<file path="config.mk">
export PLATFORM = sky130hd
export DESIGN_NAME = pipelined_ripple_adder
export DESIGN_NICKNAME = d
export VERILOG_FILES = /design/src/rtl/pipe_adder_pkg.sv /design/src/rtl/adder_chunk_stage.sv /design/src/rtl/pipelined_ripple_adder.sv
export SDC_FILE = /design/constraint.sdc
export NUM_CORES = 1
export LEC_CHECK = 0
export CAP_MARGIN = 5
export CORE_AREA = 2 2 89 91
export DETAILED_ROUTE_END_ITERATION = 10
export DIE_AREA = 0 0 91 93
export MAX_ROUTING_LAYER = met4
export PLACE_DENSITY_LB_ADDON = 0.2
export REMOVE_ABC_BUFFERS = 1
export SYNTH_ARGS = -nofsm -noshare
export SYNTH_HDL_FRONTEND = slang
export SYNTH_SLANG_ARGS = --single-unit
</file>
<file path="constraint.sdc">
create_clock -name clk -period 6.03 [get_ports clk]
set_clock_uncertainty 0.15 [all_clocks]
set_input_delay 0.9045 -clock clk [delete_from_list [all_inputs] [get_ports clk]]
set_output_delay 0.9045 -clock clk [all_outputs]
set_load 0.02 [all_outputs]
</file>
<file path="src/rtl/pipe_adder_pkg.sv">
// Shared definitions for the pipelined ripple-carry adder: default widths,
// stage-count derivation, the stage record layout and the full-adder cell.
package pipe_adder_pkg;

  localparam int DEF_DATA_WIDTH  = 16;
  localparam int DEF_CHUNK_WIDTH = 4;

  // Pipeline depth: one register stage per chunk.
  function automatic int stages_of(input int data_width, input int chunk_width);
    return data_width / chunk_width;
  endfunction

  // Stage record at the default width. Non-default widths use the same
  // field order, declared locally where the widths are known.
  typedef struct packed {
    logic                        valid;
    logic [DEF_DATA_WIDTH-1:0]   sum_lo;
    logic                        carry;
    logic [2*DEF_DATA_WIDTH-1:0] ops_hi;
  } stage_rec_t;

  // Full-adder cell, returned as {carry_out, sum}.
  function automatic logic [1:0] full_add(input logic a, input logic b, input logic ci);
    return {(a & b) | (a & ci) | (b & ci), a ^ b ^ ci};
  endfunction

endpackage

</file>
<file path="src/rtl/adder_chunk_stage.sv">
// One pipeline stage: a CHUNK_WIDTH ripple add on chunk IDX of the operands,
// followed by the stage register (enable = global advance, synchronous clear).
// Operands travel at full width; bits already consumed are never read
// downstream and are trimmed by synthesis.
// Optional: PIPE_ADDER_OVF_EN adds a registered signed-overflow flag.
module adder_chunk_stage
  import pipe_adder_pkg::*;
#(
  parameter int DATA_WIDTH  = DEF_DATA_WIDTH,
  parameter int CHUNK_WIDTH = DEF_CHUNK_WIDTH,
  parameter int IDX         = 0
) (
  input  logic                  clk,
  input  logic                  rst_n,
  input  logic                  en,
  input  logic                  prev_vld,
  input  logic [DATA_WIDTH-1:0] prev_sum,
  input  logic                  prev_carry,
  input  logic [DATA_WIDTH-1:0] prev_a,
  input  logic [DATA_WIDTH-1:0] prev_b,
  output logic                  vld,
  output logic [DATA_WIDTH-1:0] sum,
  output logic                  carry,
  output logic [DATA_WIDTH-1:0] a,
  output logic [DATA_WIDTH-1:0] b
`ifdef PIPE_ADDER_OVF_EN
  ,
  output logic                  ovf
`endif
);

  localparam int LO = IDX * CHUNK_WIDTH;

  typedef struct packed {
    logic                  valid;
    logic [DATA_WIDTH-1:0] sum;
    logic                  carry;
    logic [DATA_WIDTH-1:0] a;
    logic [DATA_WIDTH-1:0] b;
  } stage_t;

  stage_t                 stage_reg;
  stage_t                 stage_next;
  logic [CHUNK_WIDTH:0]   c;
  logic [CHUNK_WIDTH-1:0] chunk_sum;

  // Ripple chain through this chunk, one full-adder cell per bit.
  assign c[0] = prev_carry;
  genvar gi;
  generate
    for (gi = 0; gi < CHUNK_WIDTH; gi++) begin : g_bit
      assign {c[gi+1], chunk_sum[gi]} = full_add(prev_a[LO+gi], prev_b[LO+gi], c[gi]);
    end
  endgenerate

  // Insert this chunk into the partial sum; everything else passes through.
  always_comb begin
    stage_next              = '0;
    stage_next.valid        = prev_vld;
    stage_next.sum          = prev_sum;
    stage_next.sum[LO +: CHUNK_WIDTH] = chunk_sum;
    stage_next.carry        = c[CHUNK_WIDTH];
    stage_next.a            = prev_a;
    stage_next.b            = prev_b;
  end

  // Stage register: clears on reset, loads on advance, otherwise holds.
  always_ff @(posedge clk) begin
    if (!rst_n) begin
      stage_reg <= '0;
    end else if (en) begin
      stage_reg <= stage_next;
    end
  end

  assign vld   = stage_reg.valid;
  assign sum   = stage_reg.sum;
  assign carry = stage_reg.carry;
  assign a     = stage_reg.a;
  assign b     = stage_reg.b;

`ifdef PIPE_ADDER_OVF_EN
  logic ovf_reg;

  // Signed overflow: carry into this chunk's top bit differs from carry out.
  always_ff @(posedge clk) begin
    if (!rst_n) begin
      ovf_reg <= 1'b0;
    end else if (en) begin
      ovf_reg <= c[CHUNK_WIDTH-1] ^ c[CHUNK_WIDTH];
    end
  end

  assign ovf = ovf_reg;
`endif

endmodule

</file>
<file path="src/rtl/pipelined_ripple_adder.sv">
// Pipelined ripple-carry adder: DATA_WIDTH add split into STAGES chunks of
// CHUNK_WIDTH bits, one chunk per register stage, valid/ready on both sides.
// The whole pipeline advances together on adv, so bubbles are kept.
// Optional: PIPE_ADDER_OVF_EN adds the out_ovf signed-overflow output.
module pipelined_ripple_adder
  import pipe_adder_pkg::*;
#(
  parameter int DATA_WIDTH  = DEF_DATA_WIDTH,
  parameter int CHUNK_WIDTH = DEF_CHUNK_WIDTH
) (
  input  logic                  clk,
  input  logic                  rst_n,
  input  logic [DATA_WIDTH-1:0] in_a,
  input  logic [DATA_WIDTH-1:0] in_b,
  input  logic                  in_ci,
  input  logic                  in_vld,
  output logic                  in_rd,
  output logic [DATA_WIDTH-1:0] out_s,
  output logic                  out_co,
  output logic                  out_vld,
  input  logic                  out_rd
`ifdef PIPE_ADDER_OVF_EN
  ,
  output logic                  out_ovf
`endif
);

  localparam int STAGES = stages_of(DATA_WIDTH, CHUNK_WIDTH);

  generate
    if (DATA_WIDTH % CHUNK_WIDTH != 0) begin : g_width_check
      $error("DATA_WIDTH must be a multiple of CHUNK_WIDTH");
    end
  endgenerate

  logic                  adv;
  logic                  vld_w   [STAGES];
  logic [DATA_WIDTH-1:0] sum_w   [STAGES];
  logic                  carry_w [STAGES];
  logic [DATA_WIDTH-1:0] a_w     [STAGES];
  logic [DATA_WIDTH-1:0] b_w     [STAGES];
`ifdef PIPE_ADDER_OVF_EN
  logic                  ovf_w   [STAGES];
`endif

  // Move whenever the output slot is empty or being drained.
  assign adv   = out_rd | ~out_vld;
  assign in_rd = adv;

  genvar gi;
  generate
    for (gi = 0; gi < STAGES; gi++) begin : g_stage
      logic                  p_vld;
      logic [DATA_WIDTH-1:0] p_sum;
      logic                  p_carry;
      logic [DATA_WIDTH-1:0] p_a;
      logic [DATA_WIDTH-1:0] p_b;

      if (gi == 0) begin : g_first
        assign p_vld   = in_vld & adv;
        assign p_sum   = '0;
        assign p_carry = in_ci;
        assign p_a     = in_a;
        assign p_b     = in_b;
      end else begin : g_rest
        assign p_vld   = vld_w[gi-1];
        assign p_sum   = sum_w[gi-1];
        assign p_carry = carry_w[gi-1];
        assign p_a     = a_w[gi-1];
        assign p_b     = b_w[gi-1];
      end

      adder_chunk_stage #(
        .DATA_WIDTH (DATA_WIDTH),
        .CHUNK_WIDTH(CHUNK_WIDTH),
        .IDX        (gi)
      ) u_stage (
        .clk       (clk),
        .rst_n     (rst_n),
        .en        (adv),
        .prev_vld  (p_vld),
        .prev_sum  (p_sum),
        .prev_carry(p_carry),
        .prev_a    (p_a),
        .prev_b    (p_b),
        .vld       (vld_w[gi]),
        .sum       (sum_w[gi]),
        .carry     (carry_w[gi]),
        .a         (a_w[gi]),
        .b         (b_w[gi])
`ifdef PIPE_ADDER_OVF_EN
        ,
        .ovf       (ovf_w[gi])
`endif
      );
    end
  endgenerate

  assign out_vld = vld_w[STAGES-1];
  assign out_s   = sum_w[STAGES-1];
  assign out_co  = carry_w[STAGES-1];
`ifdef PIPE_ADDER_OVF_EN
  assign out_ovf = ovf_w[STAGES-1];
`endif

endmodule

</file>
== Word-level counts from Yosys, hierarchy flattened ==
Index checks and enable logic that the tools add are counted.
Word-level totals
  logic and storage cells: 133
  register bits after elaboration: 144
  output and inout port bits: 19
  bits of input ports: 37
Operators by class
  bitwise gates (word level): 115
Operator list (number)
  $and 1x1->1: 49
  $or 1x1->1: 33
  $xor 1x1->1: 32
  $not 1->1: 1

== Logic depth before layout (Yosys ltp) ==
Gate-level depths: netlist of the first run.
  word-level depth: 12
  mapped depth: 8
  mapped depth without buffers: 8

== Hierarchy ==
From an unflattened synthesis of the first run, not the netlist that was laid out.
Unflattened totals
  cells, all modules: 691
  area, all modules: 8179.1 um2
Modules (own cells, without submodules)
  adder_chunk_stage: seq. area each 1001.0 um2, times used 4, cells an instance 172, area an instance 2038.2 um2
  pipelined_ripple_adder: seq. area each 0.0 um2, times used 1, cells an instance 3, area an instance 26.3 um2

== Worst setup path after synthesis of the first run ==
No wires, ideal clock.
  kind: input -> register
  start: input port in_a[0]
  end: register g_stage[0].u_stage.stage_reg, in the netlist g_stage[0].u_stage.sum[3]
  data required time: 5.794 ns
  buffers on the path: 0
  stages: 8
  path slack: 3.270 ns
  setup time: 0.086 ns
  data arrival time: 2.525 ns
  path through: inv_1 fa_1 inv_1 fa_1 fa_1 inv_1 fa_1 a211oi_1
On the way
  longest elaborated chain between the ends: 10
  elaborated cells between the ends (all ways): 13
  those cells by class: bitwise: 13
RTL lines
  start: declaration: RTL line pipelined_ripple_adder.sv:13  | input logic [DATA_WIDTH-1:0] in_a,
  $and 1x1->1: RTL line pipe_adder_pkg.sv:24  | return {(a & b) | (a & ci) | (b & ci), a ^ b ^ ci};
  $or 1x1->1 * (2 in a row): RTL line pipe_adder_pkg.sv:24
  $and 1x1->1: RTL line pipe_adder_pkg.sv:24
  $or 1x1->1: RTL line pipe_adder_pkg.sv:24
  $or 1x1->1 *: RTL line pipe_adder_pkg.sv:24
  $and 1x1->1: RTL line pipe_adder_pkg.sv:24
  $or 1x1->1: RTL line pipe_adder_pkg.sv:24
  $or 1x1->1 *: RTL line pipe_adder_pkg.sv:24
  $xor 1x1->1 *: RTL line pipe_adder_pkg.sv:24
  end signal: assignment: RTL line adder_chunk_stage.sv:72  | stage_reg <= stage_next;
  end: declaration: RTL line adder_chunk_stage.sv:42  | stage_t stage_reg;
Every way passes the cells marked *; elsewhere a longest branch is shown, timed or not.
A chain may end at the register's enable or synchronous reset.

== Final worst setup path of the first run ==
  start: input port out_rd
  end: output port in_rd
On the way
  longest elaborated chain between the ends: 1
RTL lines
  start: declaration: RTL line pipelined_ripple_adder.sv:21  | input logic out_rd
  $or 1x1->1: RTL line pipelined_ripple_adder.sv:47  | assign adv = out_rd | ~out_vld;
  end: declaration: RTL line pipelined_ripple_adder.sv:17  | output logic in_rd,
Every way passes these cells.

==> impl_summary.log, run 1 <==
[metrics] final max-slew violation count: 0
[metrics] Hold Crit Depth: 2
[metrics] worst skew pair latency: 0.36 ns
[metrics] Std-Cell Core Area: 7527 µm²
[metrics] Layout Cells excl Fill: 548
[metrics] utilization after layout: 63.23%
[metrics] number of sinks driven by the clock tree: 96
[metrics] Worst R2R Path Depth: 8
[metrics] slew of the pin with the lowest slew margin: 0.9827 ns
[metrics] min-delay worst type: flop to flop
[metrics] power consumption: 1.252 mW
[metrics] internal cell power: 0.9611 mW
[metrics] Worst Setup Start Kind: primary input
[metrics] count of synthesis-stage warnings from yosys: 0
[metrics] Critical R2R Capture: g_stage[2].u_stage.sum[11]
[metrics] count of max-cap constraint violations: 0
[metrics] period utilization: 59.30%
[metrics] beginning of the critical path: out_rd
[metrics] hold endpoint: g_stage[3].u_stage.sum[11]
[metrics] mean routed wirelength per cell: 12.09 µm
[metrics] count of antenna-violating nets left after detailed routing: 0
[metrics] maximum ir drop on the vdd rail: 0.1290 mV
[metrics] hold bufs inserted after CTS: 0
[metrics] Cell variety after synth: 14
[metrics] required time worst endpoint: 4.98 ns
[metrics] share of post-route cells with drive strength above 1: 4.709%
[metrics] height of the chip: 93 µm
[metrics] combinational group share of total power: 9.3%
[metrics] static leakage: 1.881 nW
[metrics] finished layout cell area: 4760 µm²
[metrics] cell count after placement: 533
[metrics] # diodes: 0
[metrics] via count of the first global-routing pass: 2624
[metrics] total routing usage reported by global routing: 17.55%
[metrics] RSZ-0062 raised after global routing: false
[metrics] Die Wd: 91 µm
[metrics] CTS HTree Levels: 3
[metrics] number of antenna violations at the first check in global routing: 0
[metrics] switching share of power: 23.23%
[metrics] final setup violation count: 0
[metrics] Hold Violations, Final: 0
[metrics] vias after detailed routing: 2680
[metrics] data arrival time at the worst-slack endpoint: 2.52 ns
[metrics] placed cell area: 4543 µm²
[metrics] largest net degree at the start of global routing: 80
[metrics] growth of design area from synthesis to finish: 18.73%
[metrics] Max Clock Freq: 279.6 MHz
[metrics] Setup Crit Path Kind: primary input to output pin
[metrics] clock period minus worst slack: 3.576 ns
[metrics] clock tree from TritonCTS: done
[metrics] post-synthesis instance area: 4009 µm²
[metrics] Sw Pwr: 0.2909 mW
[metrics] #FFs+latches synth: 96
[metrics] weighted congestion reported at the end of routability-driven placement: 0.7809
[metrics] post-cts repair resize count: 0
[metrics] wire length of the first global-routing pass: 11.62 mm
[metrics] worst hold start: g_stage[2].u_stage.sum[11]
[metrics] syn_area_per_cell: 9.997 µm²
[metrics] total DRC errors in the routed layout: 0
[metrics] portion of the post-synthesis area used by sequential elements: 47.94%
[metrics] layout net count: 495
[metrics] wire length after detailed routing: 6.625 mm
[metrics] endpoint kind of the worst setup timing path: output pin
[metrics] r2r startpoint: g_stage[1].u_stage.a[8]
[metrics] share of power burned in registers: 54.6%
[metrics] Worst R2R Setup Slack: 3.68 ns
[metrics] Critical Path Fanout Max: 13
[metrics] total half-perimeter wirelength after legalization and detailed placement: 4.262 mm
[metrics] buffer type at the clock tree root: sky130_fd_sc_hd__clkbuf_8
[metrics] count of buffers from port buffering: 55
[metrics] Placement Rows: 32
[metrics] share of power burned in the clock network: 36.2%
[metrics] clock-pin transition on the worst setup and hold timing paths: 0.09 ns
[metrics] Setup Fix Bufs, Post-CTS: 0
[metrics] top-level port count: 56
[metrics] power per cell area: 263.0 nW/µm²
[metrics] fraction of synthesized cell area taken by the top area cell type: 47.94%
[metrics] Via-to-Cell Ratio: 4.891
[metrics] run status: completed
[metrics] biggest area contributors in the synthesized netlist: sky130_fd_sc_hd__dfxtp_1 48%, sky130_fd_sc_hd__mux2i_1 21%, sky130_fd_sc_hd__nand2_1 11%, sky130_fd_sc_hd__fa_1 8.0%, sky130_fd_sc_hd__inv_1 2.7%
[metrics] post-synthesis cell type with the largest combined area: sky130_fd_sc_hd__dfxtp_1
[metrics] number of CTS-inserted buffers: 9
[metrics] Congestion Overflow GR: 0
[metrics] Total Die Area: 8463 µm²
[metrics] violation count after the first detailed-routing iteration: 52
[metrics] Initial Utilization: 53.26%
[metrics] post-synthesis instance total: 401
[metrics] remaining max-slew budget at the tightest pin: 34.49%
[metrics] deepest clock path buffer count: 2
[metrics] number of detailed-routing iterations run before antenna repair: 4
per-layer routing:
metal	wire length, µm	vias to the layer above	global-route usage, %
met1	3044	1268	20.82
met4	99	0	6.439
met2	3231	44	29.01
li1	-	1357	-
met5	0	-	-
met3	250	11	4.593
final cells by class:
class	instances	area, µm²
Inverter	30	112.6
Multi-Input combinational cell	247	1810
Tap cell	102	127.6
Fill cell	667	2768
Clock buffer	9	123.9
Timing Repair Buffer	58	570.5
Sequential cell	96	1922
Clock inverter	6	92.59
sequential cells by signal, indices dropped and copies added, names as in the netlist:
register and count:
g_stage.u_stage.a 24, g_stage.u_stage.b 24, g_stage.u_stage.carry 4, g_stage.u_stage.sum 40
g_stage.u_stage.vld 4
layout by cell type, fill, tap and decap left out:
cell,count
sky130_fd_sc_hd__nand2_1,122
sky130_fd_sc_hd__dfxtp_1,96
sky130_fd_sc_hd__mux2i_1,83
sky130_fd_sc_hd__clkdlybuf4s50_1,54
sky130_fd_sc_hd__inv_1,29
sky130_fd_sc_hd__fa_1,16
sky130_fd_sc_hd__nor3b_1,12
sky130_fd_sc_hd__a211oi_1,12
sky130_fd_sc_hd__clkbuf_8,9
sky130_fd_sc_hd__buf_4,4
sky130_fd_sc_hd__inv_6,2
sky130_fd_sc_hd__clkinvlp_4,2
sky130_fd_sc_hd__bufinv_16,2
sky130_fd_sc_hd__nor2b_4,1
sky130_fd_sc_hd__inv_2,1
sky130_fd_sc_hd__o21a_1,1
per-stage QoR:
step / setup WS, ns / TNS [ns] / hold WS [ns]
floorplan: -1.328 / -37.34 / 0.2852
global placement: 2.486 / 0 / 0.2931
finish: 2.454 / 0 / 0.3100
CTS: 2.461 / 0 / 0.3146
global route: 2.375 / 0 / 0.3293
detailed placement: 2.469 / 0 / 0.3023
cells by family (layout without fill, tap and decap cells):
logic type / after synthesis / count (layout) / synth area share, %
flops: 96 / 96 / 47.94
buf+inv: 58 / 103 / 7.085
mux: 83 / 83 / 20.72
compound gates: 13 / 13 / 2.435
simple gates: 135 / 135 / 13.83
fa+ha+maj: 16 / 16 / 7.990
Yosys cell counts:
library cell / number
sky130_fd_sc_hd__buf_2: 11
sky130_fd_sc_hd__a211oi_1: 12
sky130_fd_sc_hd__o21a_1: 1
sky130_fd_sc_hd__nor3b_1: 12
sky130_fd_sc_hd__mux2i_1: 83
sky130_fd_sc_hd__nor2b_1: 1
sky130_fd_sc_hd__inv_1: 29
sky130_fd_sc_hd__buf_6: 5
sky130_fd_sc_hd__clkbuf_1: 8
sky130_fd_sc_hd__inv_2: 1
sky130_fd_sc_hd__dfxtp_1: 96
sky130_fd_sc_hd__fa_1: 16
sky130_fd_sc_hd__nand2_1: 122
sky130_fd_sc_hd__buf_4: 4
power by group through the flow:
stage	logic, mW	clock network (mW)	registers, mW
detailed placement	0.118	0	0.698
global route	0.132	0.493	0.687
finish	0.116	0.453	0.683
floorplan	0.0558	0	0.700
global placement	0.114	0	0.697
CTS	0.119	0.468	0.684
how the worst max path moves through the flow:
stage,endpoint,slack [ns],depth (start not counted)
final,in_rd,2.45,4
after global routing,in_rd,2.37,4
after CTS,in_rd,2.46,4
after detailed placement,in_rd,2.47,4
after global placement,in_rd,2.49,4
after floorplan,in_rd,-1.33,2
worst max-delay path, stage by stage:
cell	delay, ns
sky130_fd_sc_hd__clkdlybuf4s50_1	0.87
sky130_fd_sc_hd__nor2b_4	0.08
sky130_fd_sc_hd__inv_2	0.07
sky130_fd_sc_hd__clkdlybuf4s50_1	0.59
Note: power is estimated with default switching activity, not from simulation.
==> inputs of run 2 (changes only) <==
- CORE_AREA: 2 2 89 91 -> 2 2 90 92
- DIE_AREA: 0 0 91 93 -> 0 0 92 94
- clock period: 6.03 -> 3.3 ns (I/O delays scaled with it)
==> run 2 against run 1 <==
Sequential share of layout area grew 0.16 points. Register-to-register slack lost 2.7 ns. Sequential power grew 83%. Critical endpoint is now g_stage[0].u_stage.sum[3]. Largest cell class unchanged. Highest routed layer unchanged.
==> impl_summary.log, run 2 (synthesis results as in run 1) <==
[metrics] deepest clock path buffer count: 2 (unchanged)
[metrics] wire length of the first global-routing pass: 11.27 mm (-3.0%)
[metrics] data arrival time at the worst-slack endpoint: 2.65 ns (+0.13 ns)
[metrics] remaining max-slew budget at the tightest pin: 33.53% (-0.96 points)
[metrics] count of antenna-violating nets left after detailed routing: 0 (unchanged)
[metrics] period utilization: 76.66%
[metrics] fillcell total: 656 (-1.6%)
[metrics] most common cell after layout, fill and taps aside: sky130_fd_sc_hd__nand2_1
[metrics] minimum setup slack in the final design: 0.7701 ns (-1.684 ns)
[metrics] number of CTS-inserted buffers: 9 (unchanged)
[metrics] vias after detailed routing: 2697 (+0.63%)
[metrics] footprint of the multi-input gates: 1810 µm² (unchanged)
[metrics] wire length after detailed routing: 6.527 mm (-1.5%)
[metrics] final setup violation count: 0 (unchanged)
[metrics] highest-count cells in the layout ignoring fill and taps: 122 x sky130_fd_sc_hd__nand2_1, 96 x sky130_fd_sc_hd__dfxtp_1, 83 x sky130_fd_sc_hd__mux2i_1
[metrics] Layout Cells excl Fill: 551 (+0.55%)
[metrics] weighted congestion reported at the end of routability-driven placement: 0.7377 (-5.5%)
[metrics] violation count after the first detailed-routing iteration: 84 (+62%)
[metrics] total half-perimeter wirelength after legalization and detailed placement: 4.308 mm (+1.1%)
[metrics] Critical Path Fanout Max: 1 (-12)
[metrics] required time worst endpoint: 3.42 ns (-1.56 ns)
[metrics] power per cell area: 454.7 nW/µm² (+73%)
[metrics] finished layout cell area: 4741 µm² (-0.39%)
[metrics] endpoint kind of the worst setup timing path: flop
[metrics] clock-pin transition on the worst setup and hold timing paths: 0.09 ns (about the same)
[metrics] hold bufs inserted after CTS: 0 (unchanged)
[metrics] layout net count: 497 (+0.40%)
[metrics] Die Wd: 92 µm (+1.1%)
[metrics] post-cts repair resize count: 0 (unchanged)
[metrics] Placement Rows: 32 (unchanged)
[metrics] cell count after placement: 535 (+0.38%)
[metrics] min-delay worst type: flop to flop
[metrics] Total Die Area: 8648 µm² (+2.2%)
[metrics] pre-CTS WS: 0.3829 ns (-2.086 ns)
[metrics] growth of design area from synthesis to finish: 18.26%
[metrics] Via-to-Cell Ratio: 4.895 (about the same)
[metrics] Congestion Overflow GR: 0 (unchanged)
[metrics] Std-Cell Core Area: 7607 µm² (+1.1%)
[metrics] height of the chip: 94 µm (+1.1%)
[metrics] sequential cell area: 1922 µm² (unchanged)
[metrics] total DRC errors in the routed layout: 0 (unchanged)
[metrics] number of sinks driven by the clock tree: 96 (unchanged)
[metrics] static leakage: 1.883 nW (+0.13%)
[metrics] count of max-cap constraint violations: 0 (unchanged)
[metrics] via count of the first global-routing pass: 2570 (-2.1%)
[metrics] clock tree from TritonCTS: done
[metrics] Sum Neg Setup Slack: 0 ns (unchanged)
[metrics] largest net degree at the start of global routing: 60 (-25%)
[metrics] placed cell area: 4558 µm² (+0.33%)
[metrics] buffer type at the clock tree root: sky130_fd_sc_hd__clkbuf_8
[metrics] maximum ir drop on the vdd rail: 0.2210 mV (+71%)
[metrics] slew of the pin with the lowest slew margin: 0.9970 ns (+0.01433 ns)
[metrics] max reg flops: 40 (unchanged)
[metrics] run status: completed
[metrics] Initial Utilization: 52.70% (-0.56 points)
[metrics] Worst Setup Start Kind: primary input
[metrics] Setup Fix Bufs, Post-CTS: 0 (unchanged)
[metrics] worst skew pair latency: 0.35 ns (about the same)
[metrics] RSZ-0062 raised after global routing: false
[metrics] number of detailed-routing iterations run before antenna repair: 4 (unchanged)
[metrics] share of post-route cells with drive strength above 1: 5.345% (+0.64 points)
[metrics] final max-slew violation count: 0 (unchanged)
[metrics] clock period minus worst slack: 2.530 ns
[metrics] CTS HTree Levels: 3 (unchanged)
[metrics] total routing usage reported by global routing: 16.76% (-0.79 points)
[metrics] number of antenna violations at the first check in global routing: 0 (unchanged)
[metrics] mean routed wirelength per cell: 11.85 µm (-2.0%)
[metrics] top-level port count: 56 (unchanged)
[metrics] Max Clock Freq: 395.3 MHz
[metrics] count of buffers from port buffering: 55 (unchanged)
[metrics] # diodes: 0 (unchanged)
[metrics] Hold Violations, Final: 0 (unchanged)
[metrics] Setup Crit Path Kind: primary input to flop
==> run 2: power breakdown <==
| group | leakage, nW | switching, mW | internal [mW] | total [mW] |
|---|---|---|---|---|
| Clock | 0.0951 | 0.382 | 0.313 | 0.695 |
| Sequential | 0.789 | 0.0253 | 1.22 | 1.25 |
| Combinational | 0.999 | 0.105 | 0.108 | 0.213 |
| Total | 1.88 | 0.513 | 1.64 | 2.16 |
==> run 2: layout make-up <==
class	count	area share, %
well taps	102	2.692
multi-input cells	247	38.19
clock buffers	11	3.193
flip-flops and latches	96	40.54
repair buffers	60	12.35
clock inverters	5	0.6598
inverters	30	2.375
==> run 2: metal layers <==
| layer | GRT usage, % | vias to the layer above | share of wire, % | routed length (µm) |
|---|---|---|---|---|
| li1 | - | 1371 | - | - |
| met1 | 19.99 | 1266 | 46 | 2981 |
| met2 | 28.06 | 47 | 49 | 3180 |
| met3 | 3.130 | 13 | 3.8 | 251 |
| met4 | 7.090 | 0 | 1.7 | 114 |
| met5 | - | - | 0 | 0 |
==> run 2: per-stage QoR <==
step	hold slack (ns)	utilization [%]	power, mW
after floorplan	0.2852	-	1.382
after global placement	0.2928	59.92	1.483
after detailed placement	0.3006	59.92	1.492
after CTS	0.3153	62.32	2.193
after global routing	0.3331	62.32	2.271
final	0.3068	62.32	2.155
==> run 2: worst paths after layout <==
path	startpoint	end	slack, ns	cells after the start
setup / recovery	in_a[0]	g_stage[0].u_stage.sum[3]	0.77	9
hold / removal	g_stage[2].u_stage.sum[11]	g_stage[3].u_stage.sum[11]	0.31	2
setup reg to reg	g_stage[2].u_stage.a[12]	g_stage[3].u_stage.sum[15]	1.01	8
hold reg to reg	g_stage[2].u_stage.sum[11]	g_stage[3].u_stage.sum[11]	0.31	2
==> run 2: worst max-delay path, stage by stage <==
cell and delay [ns]:
sky130_fd_sc_hd__clkdlybuf4s50_1 0.39, sky130_fd_sc_hd__inv_1 0.08, sky130_fd_sc_hd__fa_1 0.17, sky130_fd_sc_hd__inv_1 0.06, sky130_fd_sc_hd__fa_1 0.38, sky130_fd_sc_hd__fa_1 0.39
sky130_fd_sc_hd__inv_1 0.08, sky130_fd_sc_hd__fa_1 0.41, sky130_fd_sc_hd__a211oi_1 0.19
==> inputs of run 3 (changes only) <==
- CORE_AREA: 2 2 90 92 -> 2 2 94 96
- DIE_AREA: 0 0 92 94 -> 0 0 96 98
- clock period: 3.3 -> 2.32 ns (I/O delays scaled with it)
==> run 3 against run 2 <==
Via count is 0.56% lower. Sequential power is 42% higher. Design area is 2.7% higher. Total power is 53% higher. Sequential cell count unchanged. Final cell count grew 1.3%. Utilization down 4.8 points. Highest routed layer unchanged.
==> impl_summary.log, run 3 (synthesis results as in run 1) <==
[metrics] growth of design area from synthesis to finish: 21.47%
[metrics] internal cell power: 2.568 mW (+56%)
[metrics] CTS HTree Levels: 3 (unchanged)
[metrics] Hold Crit Depth: 2 (unchanged)
[metrics] placed cell area: 4598 µm² (+0.88%)
[metrics] clock period minus worst slack: 2.251 ns
[metrics] min-delay worst type: flop to flop
[metrics] clock-pin transition on the worst setup and hold timing paths: 0.09 ns (about the same)
[metrics] top-level port count: 56 (unchanged)
[metrics] largest net degree at the start of global routing: 60 (unchanged)
[metrics] beginning of the critical path: g_stage[2].u_stage.b[12]
[metrics] maximum ir drop on the vdd rail: 0.3384 mV (+53%)
[metrics] r2r startpoint: g_stage[2].u_stage.b[12]
[metrics] run status: completed
[metrics] Setup Crit Path Kind: flop to flop
[metrics] power per cell area: 677.7 nW/µm² (+49%)
[metrics] highest-count cells in the layout ignoring fill and taps: 122 x sky130_fd_sc_hd__nand2_1, 95 x sky130_fd_sc_hd__dfxtp_1, 83 x sky130_fd_sc_hd__mux2i_1
[metrics] combinational group share of total power: 9.6% (-0.3 points)
[metrics] share of power burned in the clock network: 36.6% (+4.4 points)
[metrics] layout net count: 498 (+0.20%)
[metrics] total half-perimeter wirelength after legalization and detailed placement: 4.219 mm (-2.1%)
[metrics] RSZ-0062 raised after global routing: true
[metrics] worst hold start: g_stage[2].u_stage.sum[8]
[metrics] Sw Pwr: 0.7324 mW (+43%)
[metrics] Max Clock Freq: 444.3 MHz
[metrics] slew of the pin with the lowest slew margin: 0.6035 ns (-0.3935 ns)
[metrics] weighted congestion reported at the end of routability-driven placement: 0.7046 (-4.5%)
[metrics] static leakage: 1.909 nW (+1.4%)
[metrics] remaining max-slew budget at the tightest pin: 59.77% (+26 points)
[metrics] clock tree from TritonCTS: done
[metrics] Worst Setup Start Kind: flop
[metrics] Via-to-Cell Ratio: 4.806 (-1.8%)
[metrics] height of the chip: 98 µm (+4.3%)
[metrics] utilization after layout: 57.52% (-4.8 points)
[metrics] Initial Utilization: 47.35% (-5.3 points)
[metrics] share of power burned in registers: 53.8% (-4.1 points)
[metrics] Std-Cell Core Area: 8466 µm² (+11%)
[metrics] Congestion Overflow GR: 0 (unchanged)
[metrics] final setup violation count: 0 (unchanged)
[metrics] count of antenna-violating nets left after detailed routing: 0 (unchanged)
[metrics] most common cell after layout, fill and taps aside: sky130_fd_sc_hd__nand2_1
[metrics] Total Die Area: 9408 µm² (+8.8%)
[metrics] Hold Violations, Final: 0 (unchanged)
[metrics] Worst R2R Setup Slack: 0.07 ns (-0.94 ns)
[metrics] Die Wd: 96 µm (+4.3%)
[metrics] Critical Path Fanout Max: 2 (+1)
[metrics] footprint of the multi-input gates: 1853 µm² (+2.3%)
[metrics] period utilization: 97.01%
[metrics] Sum Neg Setup Slack: 0 ns (unchanged)
[metrics] wire length after detailed routing: 6.669 mm (+2.2%)
[metrics] Setup Fix Bufs, Post-CTS: 0 (unchanged)
[metrics] sequential cell area: 1923 µm² (about the same)
[metrics] max reg flops: 40 (unchanged)
[metrics] endpoint kind of the worst setup timing path: flop
[metrics] fillcell total: 765 (+17%)
[metrics] total routing usage reported by global routing: 16.13% (-0.63 points)
[metrics] final max-slew violation count: 0 (unchanged)
[metrics] count of buffers from port buffering: 55 (unchanged)
[metrics] required time worst endpoint: 2.43 ns (-0.99 ns)
[metrics] Worst R2R Path Depth: 8 (unchanged)
[metrics] switching share of power: 22.19% (-1.6 points)
[metrics] worst skew pair latency: 0.35 ns (about the same)
[metrics] finished layout cell area: 4870 µm² (+2.7%)
[metrics] wire length of the first global-routing pass: 11.59 mm (+2.9%)
[metrics] number of CTS-inserted buffers: 9 (unchanged)
[metrics] via count of the first global-routing pass: 2672 (+4.0%)
[metrics] hold endpoint: g_stage[3].u_stage.sum[8]
[metrics] Critical R2R Capture: g_stage[3].u_stage.sum[15]
[metrics] count of max-cap constraint violations: 0 (unchanged)
[metrics] deepest clock path buffer count: 2 (unchanged)
[metrics] number of sinks driven by the clock tree: 96 (unchanged)
[metrics] power consumption: 3.300 mW (+53%)
[metrics] number of detailed-routing iterations run before antenna repair: 4 (unchanged)
[metrics] number of antenna violations at the first check in global routing: 0 (unchanged)
[metrics] smallest hold slack: 0.3067 ns (-0.00004000 ns)
[metrics] mean routed wirelength per cell: 11.95 µm (+0.89%)
[metrics] share of post-route cells with drive strength above 1: 10.22% (+4.9 points)
[metrics] buffer type at the clock tree root: sky130_fd_sc_hd__clkbuf_8
[metrics] Placement Rows: 34 (+6.3%)
[metrics] # diodes: 0 (unchanged)
[metrics] data arrival time at the worst-slack endpoint: 2.36 ns (-0.29 ns)
[metrics] violation count after the first detailed-routing iteration: 79 (-6.0%)
[metrics] total DRC errors in the routed layout: 0 (unchanged)
[metrics] vias after detailed routing: 2682 (-0.56%)
run 3: worst max-delay path by stage:
stage	endpoint	slack, ns	cells past startpoint
4_1_cts	g_stage[3].u_stage.sum[15]	0.02	8
2_1_floorplan	g_stage[0].u_stage.carry	-4.43	3
5_1_grt	g_stage[3].u_stage.sum[15]	-0.05	8
3_5_place_dp	g_stage[0].u_stage.sum[3]	-0.46	9
6_report	g_stage[3].u_stage.sum[15]	0.07	8
3_3_place_gp	g_stage[0].u_stage.sum[3]	-0.36	9
run 3: power groups by stage:
stage | logic, mW | registers (mW) | clock network (mW)
final | 0.318 | 1.77 | 1.21
after global placement | 0.304 | 1.81 | 0
after floorplan | 0.145 | 1.82 | 0
after detailed placement | 0.313 | 1.81 | 0
after global routing | 0.359 | 1.79 | 1.32
after CTS | 0.319 | 1.78 | 1.25
run 3: critical path: stages (launching register included):
cell                       delay, ns
sky130_fd_sc_hd__dfxtp_2        0.33
sky130_fd_sc_hd__inv_1          0.07
sky130_fd_sc_hd__fa_2           0.19
sky130_fd_sc_hd__inv_1          0.05
sky130_fd_sc_hd__fa_2           0.33
sky130_fd_sc_hd__fa_2           0.34
sky130_fd_sc_hd__inv_2          0.06
sky130_fd_sc_hd__fa_1           0.42
sky130_fd_sc_hd__a211oi_2       0.22
run 3: timing repair:
| item | in CTS | in global routing |
|---|---|---|
| pin swaps | 5 | 3 |
| resized for setup | 11 | 14 |
| endpoints found under the setup margin | 1 | 3 |
| endpoints found under the hold margin | 0 | 0 |
| hold buffers | 0 | 0 |
run 3: through the flow:
stage,instances,setup slack [ns]
after CTS,558,0.01805
after global placement,542,-0.3626
after floorplan,373,-4.426
final,558,0.06942
after global routing,558,-0.05172
after detailed placement,542,-0.4561
run 3: area by class of cell:
class / instances / share of cell area (%)
timing repair buffer: 61 / 12.62
clock inverter: 4 / 1.567
tap: 108 / 2.775
sequential: 96 / 39.49
multi-input combinational: 247 / 38.05
inverter: 30 / 2.312
clock buffer: 12 / 3.186
run 3: per-layer routing:
metal | part of all wire (%) | track usage [%]
met4 | 2.0 | 7.253
met2 | 48 | 26.07
met1 | 47 | 19.25
met3 | 3.0 | 3.086
met5 | 0 | -
